--- src/rtl/mult_hilo_ctrl.sv ---
// mult_hilo_ctrl: multicycle sequencer for the 32x32 signed combinational multiplier.
// It owns the HI/LO registers. It holds the operands stable for SETTLE_CYCLES clocks,
// corrects the signed product for MULTU, and then writes HI/LO.
// Optional macro MULT_ACC_EN enables MADD/MADDU, which accumulate the product into {HI,LO}.
module mult_hilo_ctrl #(
   parameter int unsigned SETTLE_CYCLES = 4
) (
   input  logic        clk,
   input  logic        rst_n,
   input  logic        start,
   input  logic [2:0]  op,
   input  logic [31:0] rs_val,
   input  logic [31:0] rt_val,
   output logic [31:0] mul_a,
   output logic [31:0] mul_b,
   input  logic [63:0] mul_p,
   output logic        busy,
   output logic        done,
   output logic [31:0] hi,
   output logic [31:0] lo
);

   typedef enum logic [1:0] {IDLE, RUN, WRITE} state_t;

   localparam logic [3:0] CNT_INIT = 4'(SETTLE_CYCLES - 1);

   state_t      r_state, w_state_nxt;
   logic [3:0]  r_cnt;
   logic [31:0] r_mul_a, r_mul_b, r_hi, r_lo;
   logic        r_unsigned, r_busy, r_done;
   logic        w_is_mul, w_accept, w_mthi, w_mtlo;
   logic [31:0] w_corr_a, w_corr_b, w_corr;
   logic [63:0] w_prod, w_result;
`ifdef MULT_ACC_EN
   logic        r_acc;
`endif

   // Classify the requested op; MADD/MADDU count as multiplies only when accumulation is built in
   always_comb begin
      w_is_mul = 1'b0;
      case (op)
         3'b000, 3'b001: w_is_mul = 1'b1;
`ifdef MULT_ACC_EN
         3'b100, 3'b101: w_is_mul = 1'b1;
`endif
         default:        w_is_mul = 1'b0;
      endcase
   end

   assign w_accept = (r_state == IDLE) && start && w_is_mul;
   assign w_mthi   = (r_state == IDLE) && start && (op == 3'b010);
   assign w_mtlo   = (r_state == IDLE) && start && (op == 3'b011);

   // State register
   always_ff @(posedge clk or negedge rst_n) begin
      if (!rst_n) r_state <= IDLE;
      else        r_state <= w_state_nxt;
   end

   // Next-state logic: RUN exits after the settle counter reaches zero
   always_comb begin
      w_state_nxt = r_state;
      case (r_state)
         IDLE:    if (w_accept) w_state_nxt = RUN;
         RUN:     if (r_cnt == '0) w_state_nxt = WRITE;
         WRITE:   w_state_nxt = IDLE;
         default: w_state_nxt = IDLE;
      endcase
   end

   // Product formation. The unsigned correction only affects the upper word, so only
   // the low 32 bits of the correction sum are kept before they are shifted into HI.
   always_comb begin
      w_corr_a = r_mul_a[31] ? r_mul_b : '0;
      w_corr_b = r_mul_b[31] ? r_mul_a : '0;
      w_corr   = w_corr_a + w_corr_b;
      w_prod   = r_unsigned ? (mul_p + {w_corr, 32'h0000_0000}) : mul_p;
`ifdef MULT_ACC_EN
      w_result = r_acc ? ({r_hi, r_lo} + w_prod) : w_prod;
`else
      w_result = w_prod;
`endif
   end

   // Datapath: operand capture, settle counter, HI/LO writes, busy/done flags
   always_ff @(posedge clk or negedge rst_n) begin
      if (!rst_n) begin
         r_cnt      <= '0;
         r_mul_a    <= '0;
         r_mul_b    <= '0;
         r_hi       <= '0;
         r_lo       <= '0;
         r_unsigned <= 1'b0;
         r_busy     <= 1'b0;
         r_done     <= 1'b0;
`ifdef MULT_ACC_EN
         r_acc      <= 1'b0;
`endif
      end else begin
         r_done <= 1'b0;
         case (r_state)
            IDLE: begin
               if (w_accept) begin
                  r_mul_a    <= rs_val;
                  r_mul_b    <= rt_val;
                  r_unsigned <= op[0];
`ifdef MULT_ACC_EN
                  r_acc      <= op[2];
`endif
                  r_cnt      <= CNT_INIT;
                  r_busy     <= 1'b1;
               end else if (w_mthi) begin
                  r_hi <= rs_val;
               end else if (w_mtlo) begin
                  r_lo <= rs_val;
               end
            end
            RUN: begin
               if (r_cnt != '0) r_cnt <= r_cnt - 4'd1;
            end
            WRITE: begin
               {r_hi, r_lo} <= w_result;
               r_done       <= 1'b1;
               r_busy       <= 1'b0;
            end
            default: ;
         endcase
      end
   end

   assign mul_a = r_mul_a;
   assign mul_b = r_mul_b;
   assign busy  = r_busy;
   assign done  = r_done;
   assign hi    = r_hi;
   assign lo    = r_lo;

endmodule

--- config.mk ---
export PLATFORM = sky130hd
export DESIGN_NAME = mult_hilo_ctrl
export DESIGN_NICKNAME = d
export VERILOG_FILES = /design/src/rtl/mult_hilo_ctrl.sv
export SDC_FILE = /design/constraint.sdc
export NUM_CORES = 1
export LEC_CHECK = 0
export BUFFER_PORTS_ARGS = -buffer_cell sky130_fd_sc_hd__buf_2
export CORE_UTILIZATION = 53
export CTS_CLUSTER_DIAMETER = 150
export CTS_CLUSTER_SIZE = 16
export DETAILED_ROUTE_END_ITERATION = 12
export MAX_ROUTING_LAYER = met4
export PLACE_DENSITY = 0.77
export SETUP_SLACK_MARGIN = 0.4
export SLEW_MARGIN = 20
export SYNTH_ARGS = -nofsm -noshare
export SYNTH_HDL_FRONTEND = slang
export SYNTH_SLANG_ARGS = --single-unit
--- constraint.sdc ---
create_clock -name clk -period 5.5 [get_ports clk]
set_input_delay 1.1 -clock clk [delete_from_list [all_inputs] [get_ports clk]]
set_output_delay 1.1 -clock clk [all_outputs]
set_load 0.02 [all_outputs]
After elaboration in Yosys (flattened, before gate mapping). Index checks and enable logic that the tools add are counted.

Register bits: 137. Latch bits: 0. Bits in writable memories: 0. Memory bits (read-only): 0. Bits of input ports: 134. Output and inout bits: 130. Word-level logic and storage cells: 61. Memories: 0.

Add/sub/neg operators: 3. Multiply operators: 0. Div/mod/pow operators: 0. $lt $le $gt $ge: 0. Equality and inequality tests: 12. Shifts and indexed selects: 0. Muxes and demuxes: 20. Bitwise gates (word level): 0. Reductions and logical operators: 17.

Operators with widths (number): 2-to-1 mux 32 bit (7); case mux 32 bit (2 select lines) (2); adder 64 bit (1); 2-to-1 mux 64 bit (1); adder 32 bit (1); inequality test 2 bit, second input constant (7); 2-to-1 mux 4 bit (2); case mux 4 bit (2 select lines) (1); equality test 3 x 2 -> 1 bit, second input constant (2); AND reduction 2 bit (3); AND reduction 3 bit (2); logical AND 1 bit (4); logical NOT 4 bit (1); 2-to-1 mux 2 bit (2); case mux 2 bit (2 select lines) (1); AND reduction 4 bit (1); nonzero test 2 bit (2); nonzero test 4 bit (1); subtractor 4 x 1 -> 4 bit, second input constant (1); equality test 3 x 1 -> 1 bit, second input constant (1); logical NOT 3 bit (1); 2-to-1 mux 1 bit (3); equality test 2 x 1 -> 1 bit, second input constant (1); equality test 2 bit, second input constant (1); other kinds (3) (3).

Depth between registers and ports, before layout.
Word-level depth: 7. Depth in mapped cells: 26. Mapped depth without buffers: 25.

Worst setup path before layout. OpenSTA, ideal clock, no wires.

Path type: reg2reg. Start point: register r_mul_b[31] (netlist: mul_b[31]). End point: register r_hi[31] (netlist: hi[31]). Library setup time: 0.066 ns. Arrival: 4.568 ns. Data required time: 5.434 ns. Path slack: 0.866 ns. Stages on the path, launching flop included: 25. Buffers on the path: 2. Period minus slack after synthesis: 4.634 ns. Path through: dfrtp_1 -> clkbuf_1 -> and2_1 -> ha_1 -> nor2b_1 -> o31a_1 -> o21ai_0 -> a211o_1 -> a21oi_1 -> o32a_1 -> a21o_1 -> a21o_1 -> a21oi_1 -> xnor2_1 -> ha_1 -> clkbuf_1 -> a21oi_1 -> o21ai_0 -> a21oi_1 -> o21ai_0 -> a21oi_1 -> o21ai_0 -> or3_1 -> o2111a_1 -> nand2_1.

Longest elaborated chain between the ends: 5. Elaborated cells on any way between the ends: 6. Those cells by class: add/sub (2); mux (4).

Ends and longest elaborated chain: from (decl) (RTL line 29) `logic [31:0] r_mul_a, r_mul_b, r_hi, r_lo;`; from (signal assigned) (RTL line 105) `r_mul_b <= rt_val;`; 2-to-1 mux 32 bit (on tied branches) (RTL line 75, 74); adder 32 bit * (RTL line 76) `w_corr = w_corr_a + w_corr_b;`; adder 64 bit * (RTL line 77) `w_prod = r_unsigned ? (mul_p + {w_corr, 32'h0000_0000}) : mul_p;`; 2-to-1 mux 64 bit * (RTL line 77); case mux 32 bit (2 select lines) * (RTL line 101) `case (r_state)`; to (signal assigned) (RTL line 113) `r_hi <= rs_val;`; to (signal assigned) (RTL line 122) `{r_hi, r_lo} <= w_result;`; to (decl) (RTL line 29).

Mark *: on every way between the ends. The rest lies on a longest branch, timed or not. A chain may end at the register's enable or synchronous reset.

Worst setup path after layout. Ends and elaborated chain as after synthesis.

==> results.tsv <==
metric	value	unit
status	completed	
Initial Util	0.541	
Layout area overhead	23.4	%
Max Cap Violations	0	
commonest cells in the netlist	dfrtp_1, nand2_1, nor2_1, ha_1, and2_1	
dpl hpwl	20800	um
largest net degree at the start of global routing	71	
crit path kind	reg -> reg	
number of global-route vias before repair	8011	
share of cells above drive strength 1	0.312	
DR WL/cell	18.0	um
worst slew pin tran	1.03	ns
cell taking the most area after synthesis	dfrtp_1	
average vias per placed instance	5.72	
Die W	134	um
clk_skew	0.0106	ns
Hold Vio Cnt, Final	0	
Setup-failing EPs final	0	
Synth Net Count	1226	
fin crit share	0.886	
clock latency on the worst-skew pair	0.42	ns
maximum VDD drop	0.378	mV
delay of the slowest critical-path stage	0.45	ns
Worst path slowest cell	dfrtp_2	
Root Driver	clkbuf_16	
Post-Route Hold Slack	0.469	ns
Post-synth EDFFs	0	
Slew Viols, Final	0	
most used cell, CP	a21oi_1	
Synth Flop Type	dfrtp_1	
Fmax	205	MHz
DR DRC count	0	
Synth async-reset ratio	1.00	
P_leak	5.54	nW
RD Place Congestion	0.948	
Clock Sink Count	137	
most frequent cell after synthesis	dfrtp_1	
DRT Pass-1 Iters	5	
Nets	1478	
CTS Buf Count	17	
syn_area_per_cell	9.10	um^2
Vias	8635	
Cells after Synth	1021	
PD cells	745	nW/um^2
final instance area	11500	um^2
setup TNS	0	ns
placed cell area	10800	um^2
Total GRT Usage	0.311	
unrepaired setup endpoints after global routing	yes	
initial antenna violation count	2	
H-Tree Depth	4	
sequential share of the synthesized area	0.369	
num rows	48	
Syn. warnings	0	
count of cell types in the netlist	64	
Top Ports	264	
CTS tree	yes	
Die H	134	um
global-route wire length before repair	42000	um
IO buf count	263	
crit-path max FO	9	
core area	17200	um^2
Yosys top cell area share	0.369	
FF+latch count, synth	137	
total gr overflow	0	
Cell Chain, Critical Path	and2_1 -> ha_1 -> inv_1 -> fa_1 -> nor2b_2 -> o31a_1 -> o21ai_1 -> a211o_1 -> a21oi_2 -> o32a_1 -> a21o_1 -> a21o_1 -> a21oi_2 -> xnor2_2 -> ha_2 -> a21oi_1 -> o21ai_0 -> a21oi_1 -> o21ai_0 -> a21oi_1 -> o21ai_1 -> or3_1 -> o2111a_1 -> nand2_1	
post-synth design cell area	9290	um^2
min cycle time layout	4.87	ns
Final Power	8.54	mW
DRT antenna net count	0	
Worst Hold Class	reg -> reg	
final wirelength	27100	um
Worst setup EP type	flip-flop	
crit path DAT	5.23	ns
Slew headroom	0.313	
Non-Filler Instances	1510	
Bufs and invs on worst path	1	
Clk pin slew, worst setup/hold paths	0.06	ns
clock tree buffer depth	2	
die area	18100	um^2
layout filler cell count	1478	
CP required	5.86	ns
synth top area cells	dfrtp_1, ha_1, mux2_2	
Startpoint Class	flip-flop	
Cell Count Post-Placement	1476	
Initial DRC Count	526	
family with the most delay on the worst path	compound AO/OA/AOI/OAI gates	
==> where the power goes <==
| part | switching (mW) | internal (mW) | leakage [nW] |
|---|---|---|---|
| Sequential | 0.327 | 1.50 | 1.60 |
| Clock | 0.428 | 0.637 | 0.262 |
| Combinational | 3.34 | 2.31 | 3.68 |
==> path summary, 6_finish.rpt <==
kind	from	slack [ns]	cells after the start	to
max in group asynchronous	rst_n	3.94	2	mul_b[31]$_DFFE_PN0P_
min in group asynchronous	rst_n	0.58	1	lo[28]$_DFFE_PN0P_
max	mul_b[31]$_DFFE_PN0P_	0.63	24	hi[31]$_DFFE_PN0P_
max reg2reg	mul_b[31]$_DFFE_PN0P_	0.63	24	hi[31]$_DFFE_PN0P_
min reg2reg	busy$_DFFE_PN0P_	0.47	2	busy$_DFFE_PN0P_
min	busy$_DFFE_PN0P_	0.47	2	busy$_DFFE_PN0P_
==> cell usage in the layout, fill, tap and decap left out, types with 7 or more instances in the layout <==
cell type / instances
and2_1: 67
nand3_1: 12
o211ai_1: 7
dfrtp_1: 136
buf_4: 12
o21ai_0: 52
a21o_1: 18
xor2_1: 17
clkbuf_16: 17
ha_1: 67
o21bai_1: 8
buf_2: 262
o22ai_1: 7
o21a_1: 19
mux2i_1: 9
a31oi_1: 41
mux2_2: 65
nor3_1: 7
inv_1: 23
a21oi_1: 62
xnor2_1: 34
a211oi_1: 15
nand2_1: 130
nor2_1: 79
==> metal layers <==
metal	up-vias	GRT usage	routed length, um
met2	336	0.455	11900
met4	0	0.0874	503
met1	4100	0.439	12800
met3	38	0.0582	1920
li1	4161	-	-
met5	-	-	0
==> cell families (layout without fill, tap and decap cells) <==
kind of cell | after synthesis | count (layout) | share of synthesized area
buffers and inverters | 66 | 329 | 0.0267
adders and majority gates | 71 | 71 | 0.0973
muxes | 74 | 74 | 0.0885
xor gates and xnor gates | 52 | 52 | 0.0490
AOI/OAI and AO/OA | 279 | 279 | 0.197
other | 0 | 1 | 0
and+or+nand+nor | 342 | 342 | 0.172
DFF | 137 | 137 | 0.369
==> tightest hold or removal path: stages, from the launching register on <==
cell and delay (ns):
dfrtp_1 0.34, nand2_1 0.05, nand2_1 0.05
==> flip-flops by register name (all words and copies together), names as in the netlist <==
| signal | count |
|---|---|
| busy | 1 |
| lo | 32 |
| r_state | 2 |
| mul_b | 32 |
| hi | 32 |
| r_cnt | 4 |
| mul_a | 32 |
| r_unsigned | 1 |
| done | 1 |
==> area by class of cell <==
cell class | instances | area (um^2) | share of cell area
clock buffers | 22 | 464 | 0.0405
well taps | 225 | 282 | 0.0246
diodes | 1 | 2.50 | 0.000218
multi-input cells | 818 | 5710 | 0.498
clock inverters | 8 | 73.8 | 0.00644
flip-flops and latches | 137 | 3430 | 0.299
inverters | 24 | 90.1 | 0.00786
repair buffers | 275 | 1410 | 0.123
==> repair_timing <==
| action | in CTS | in global routing |
|---|---|---|
| pin swaps | 0 | 4 |
| gates cloned | 0 | 0 |
| setup endpoints to repair | 1 | 11 |
| resized for setup | 1 | 18 |
| buffers inserted | 0 | 3 |
| hold buffers | 0 | 0 |
==> through the flow <==
stage | setup slack [ns] | util
2_1_floorplan | 0.866 | -
3_3_place_gp | 0.575 | 0.630
3_5_place_dp | 0.469 | 0.630
4_1_cts | 0.409 | 0.662
5_1_grt | 0.343 | 0.667
6_report | 0.629 | 0.667
Note: power is estimated with default switching activity, not from simulation.
